**src/rtl/word_sum_enum.sv**
```systemverilog
// Enumerates every N-digit word (2-bit digits) whose digit sum equals a latched target, one word per handshake.
// Optional WORD_SUM_ENUM_DESCEND_EN: scan candidates from 4^N-1 down to 0 instead of ascending.
module word_sum_enum #(
  parameter int N = 4
) (
  input  logic           clk,
  input  logic           rst,
  input  logic           start,
  input  logic [9:0]     target_sum,
  output logic           busy,
  output logic [2*N-1:0] word_out,
  output logic           word_valid,
  input  logic           word_ready,
  output logic           done,
  output logic [2*N:0]   match_count
);

  localparam int W = 2 * N;
  localparam logic [9:0] MAX_SUM = 10'(3 * N);

`ifdef WORD_SUM_ENUM_DESCEND_EN
  localparam logic [W-1:0] CAND_FIRST = {W{1'b1}};
  localparam logic [W-1:0] CAND_LAST  = {W{1'b0}};
`else
  localparam logic [W-1:0] CAND_FIRST = {W{1'b0}};
  localparam logic [W-1:0] CAND_LAST  = {W{1'b1}};
`endif

  typedef enum logic [1:0] {
    S_IDLE = 2'd0,
    S_SCAN = 2'd1,
    S_HOLD = 2'd2,
    S_DONE = 2'd3
  } state_e;

  state_e       state_q, state_d;
  logic [W-1:0] cand_q, cand_d;
  logic [9:0]   target_q, target_d;
  logic [W-1:0] word_q, word_d;
  logic         vld_q, vld_d;
  logic [W:0]   count_q, count_d;

  logic [9:0]   digit_sum;
  logic [W-1:0] cand_next;
  logic         is_last;
  logic         is_match;

  always_comb begin
    digit_sum = 10'd0;
    for (int i = 0; i < N; i++) begin
      digit_sum = digit_sum + 10'(cand_q[2*i +: 2]);
    end
  end

  always_comb begin
`ifdef WORD_SUM_ENUM_DESCEND_EN
    cand_next = cand_q - W'(1);
`else
    cand_next = cand_q + W'(1);
`endif
  end

  assign is_last  = (cand_q == CAND_LAST);
  assign is_match = (digit_sum == target_q);

  always_comb begin
    state_d  = state_q;
    cand_d   = cand_q;
    target_d = target_q;
    word_d   = word_q;
    vld_d    = vld_q;
    count_d  = count_q;
    case (state_q)
      S_IDLE: begin
        if (start) begin
          target_d = target_sum;
          count_d  = '0;
          cand_d   = CAND_FIRST;
          // Unreachable targets skip the scan entirely.
          state_d  = (target_sum > MAX_SUM) ? S_DONE : S_SCAN;
        end
      end
      S_SCAN: begin
        if (is_match) begin
          word_d  = cand_q;
          vld_d   = 1'b1;
          state_d = S_HOLD;
        end else if (is_last) begin
          state_d = S_DONE;
        end else begin
          cand_d = cand_next;
        end
      end
      S_HOLD: begin
        if (word_ready) begin
          vld_d   = 1'b0;
          count_d = count_q + (W+1)'(1);
          if (is_last) begin
            state_d = S_DONE;
          end else begin
            cand_d  = cand_next;
            state_d = S_SCAN;
          end
        end
      end
      S_DONE: begin
        state_d = S_IDLE;
      end
      default: begin
        state_d = S_IDLE;
      end
    endcase
  end

  always_ff @(posedge clk or posedge rst) begin
    if (rst) begin
      state_q  <= S_IDLE;
      cand_q   <= '0;
      target_q <= '0;
      word_q   <= '0;
      vld_q    <= 1'b0;
      count_q  <= '0;
    end else begin
      state_q  <= state_d;
      cand_q   <= cand_d;
      target_q <= target_d;
      word_q   <= word_d;
      vld_q    <= vld_d;
      count_q  <= count_d;
    end
  end

  assign busy        = (state_q != S_IDLE);
  assign done        = (state_q == S_DONE);
  assign word_out    = word_q;
  assign word_valid  = vld_q;
  assign match_count = count_q;

endmodule

```
**config.mk**
```make
export PLATFORM = sky130hd
export DESIGN_NAME = word_sum_enum
export DESIGN_NICKNAME = d
export VERILOG_FILES = /design/src/rtl/word_sum_enum.sv
export SDC_FILE = /design/constraint.sdc
export NUM_CORES = 1
export LEC_CHECK = 0
export ABC_AREA = 1
export CAP_MARGIN = 20
export CELL_PAD_IN_SITES_DETAIL_PLACEMENT = 1
export CELL_PAD_IN_SITES_GLOBAL_PLACEMENT = 1
export CORE_AREA = 2 2 83 85
export CTS_CLUSTER_SIZE = 30
export DETAILED_ROUTE_END_ITERATION = 8
export DIE_AREA = 0 0 85 87
export PLACE_DENSITY = 0.69
export RECOVER_POWER = 50
export SYNTH_ARGS = -nofsm -noshare
export SYNTH_HDL_FRONTEND = slang
export SYNTH_SLANG_ARGS = --single-unit
```
**constraint.sdc**
```tcl
create_clock -name clk -period 9.4 [get_ports clk]
set_input_delay 2.82 -clock clk [delete_from_list [all_inputs] [get_ports clk]]
set_output_delay 2.82 -clock clk [all_outputs]
set_load 0.01 [all_outputs]
```
==> flow_metrics.tcl <==
set metrics [dict create \
    grt_first_pass_wirelength_um 9270 \
    synthCells 300 \
    synth_top_family_by_area "simple AND/OR/NAND/NOR gates" \
    critPathMaxFanout 38 \
    fmax_mhz 197 \
    synth_fa_ha_area_frac 0.0857 \
    root_buffer "clkbuf_8" \
    finalPower_mw 0.695 \
    antenna_found_initial 0 \
    place_ws_ns 5.09 \
    clk_pin_slew_ns 0.08 \
    syn_nets 327 \
    clockBufferDepth 2 \
    maxSlewHeadroom -0.502 \
    maxCapViolCount 1 \
    layout_setup_ws_ns 4.33 \
    io_pins 34 \
    syn2layout_area_growth_pct 23.1 \
    numPortBuffers 33 \
    leakagePower_nw 1.42 \
    async_flop_share 1.00 \
    dp_cells 410 \
    die_h_um 87 \
    synth_warnings 0 \
    fin_crit_ns 5.07 \
    worst_skew_pair.late_latency_ns 0.30 \
    drc_errors 0 \
    r2r_slack_ns 5.30 \
    synth.top_cell.area_share 0.423 \
    clkPwrFrac 0.251 \
    synth-edff-count 0 \
    place.gp.congestion 0.780 \
    synthFlopType "dfrtp_1" \
    start_util 0.342 \
    ys_types 27 \
    clock_skew_ns 0.00487 \
    syn_avg_cell_area_um2 7.50 \
    slew_viol_final 39 \
    final_cells 418 \
    drt_first_pass_iters 4 \
    ys_ff_latch 38 \
    numCtsBuffers 5 \
    drt-total-wl_um 5390 \
    fillers 823 \
    nets 364 \
    yosysMostFrequentCell "nand2_1" \
    internal-power_mw 0.423 \
    synth_common_cells "nand2_1, inv_1, dfrtp_1" \
    drive_gt1_frac 0.0414 \
    cp-start-kind "input pin" \
    muxShareOfSynthArea 0 \
    synth-compound-area-share 0.0701 \
    violations "capacitance limit, slew limit" \
    grt_usage 0.158 \
    endpoint_kind "async pin" \
    cts_resized 0 \
    hp-class "register to register" \
    hold_viol_final 0 \
    via_per_inst 4.78 \
    power_switching_mw 0.272 \
    worstPathRequired_ns 9.35 \
    via_count 1996 \
    yosys-top-cells-area "dfrtp_1, nand2_1, inv_1" \
    p_sw_frac 0.391 \
    cts_hold_buf 0 \
    rsz0062_at_grt "false" \
    utilization 0.422 \
    h-tree-depth 2 \
    tns_ns 0 \
    rows 30 \
    p_comb_frac 0.402 \
    ys_seq_area_frac 0.423 \
    post_cts_buffers 0 \
    power_frac_seq 0.346 \
    gr-total-overflow 0 \
    drtAntennaViolNets 0 \
    worst_slew_pin_slew_ns 2.25 \
    drtIter0Drc 85 \
    synth-xor-area-share 0.00389 \
    synth_area_um2 2250 \
    setup_viol 0 \
    dp_hpwl_um 4020 \
    wl_per_cell_um 12.9 \
    antenna_cells 0 \
    coreArea_um2 6570 \
    synth_area_leader_cell "dfrtp_1" \
    timing.final.crit_share 0.539 \
    die_area_um2 7400 \
    cts_tree "done" \
    status "complete, but fails checks" \
    criticalPathCategory "input pin to async pin" \
    power.density_nw_per_um2 251 \
    die_w_um 85 \
    cts_sinks 38 \
    grt_pass1_vias 1960 \
    grt_max_degree 39 \
    synthSimpleGateAreaFrac 0.331 \
    vdd_drop_max_mv 0.0933 \
    cp.arrival_ns 5.02 \
]
==> path summary, 6_finish.rpt <==
check,start,endpoint,depth (start not counted)
max reg2reg,cand_q[1],cand_q[7],14
min in group asynchronous,rst,match_count[3],3
max,rst,state_q[0],3
max in group clk,state_q[0],busy,4
min,target_q[9],target_q[9],2
min reg2reg,target_q[9],target_q[9],2
==> state kept, by name (all words and copies together), names as in the netlist <==
signal / flops
word_out: 8
word_valid: 1
cand_q: 8
state_q: 2
match_count: 9
target_q: 10
==> power by group through the flow <==
| stage | logic [mW] | registers (mW) | clock network, mW |
|---|---|---|---|
| 4_1_cts | 0.299 | 0.242 | 0.179 |
| 3_3_place_gp | 0.289 | 0.242 | 0 |
| 3_5_place_dp | 0.296 | 0.245 | 0 |
| 5_1_grt | 0.323 | 0.249 | 0.186 |
| 6_report | 0.279 | 0.240 | 0.175 |
| 2_1_floorplan | 0.205 | 0.240 | 0 |
==> metrics by stage <==
stage          hold slack [ns]  instance area, um2
2_1_floorplan            0.450                2250
3_3_place_gp             0.463                2660
3_5_place_dp             0.469                2660
4_1_cts                  0.490                2810
5_1_grt                  0.519                2770
6_report                 0.482                2770
==> critical path: stages <==
cell	delay [ns]
dlygate4sd3_1	0.53
inv_1	0.05
clkbuf_1	1.60
==> metal layers <==
layer | wire, um | GRT usage
met1 | 2600 | 0.205
met2 | 2540 | 0.266
met3 | 177 | 0.0379
met4 | 61 | 0.0433
met5 | 0 | 0
==> placed cells by master, fill, tap and decap left out, drive strengths merged <==
master / instances
nor3: 4
dlygate4sd3: 2
nor3b: 2
nand4: 6
o21ai: 21
o211ai: 1
nand2: 107
a21oi: 6
and3: 1
clkdlybuf4s50: 31
inv: 45
ha: 9
nand3b: 1
nor2: 26
clkbuf: 7
fa: 4
bufinv: 2
dfrtp: 38
xor2: 1
or2: 2
nand3: 22
==> cell type report <==
type                            count  area [um2]  area share
Multi-Input combinational cell    213        1070       0.387
Sequential cell                    38         951       0.343
Clock inverter                      2        60.1      0.0217
Tap cell                           80         100      0.0361
Inverter                           45         169      0.0610
Timing Repair Buffer               34         334       0.121
Clock buffer                        6        82.6      0.0298
==> kinds of logic (layout without fill, tap and decap cells) <==
group,after synthesis,in the layout
flops,38,38
buf+inv,49,87
simple gates,171,171
compound gates,28,28
fa+ha+maj,13,13
xor+xnor,1,1
No activity file was read; power rests on OpenSTA's default activity.
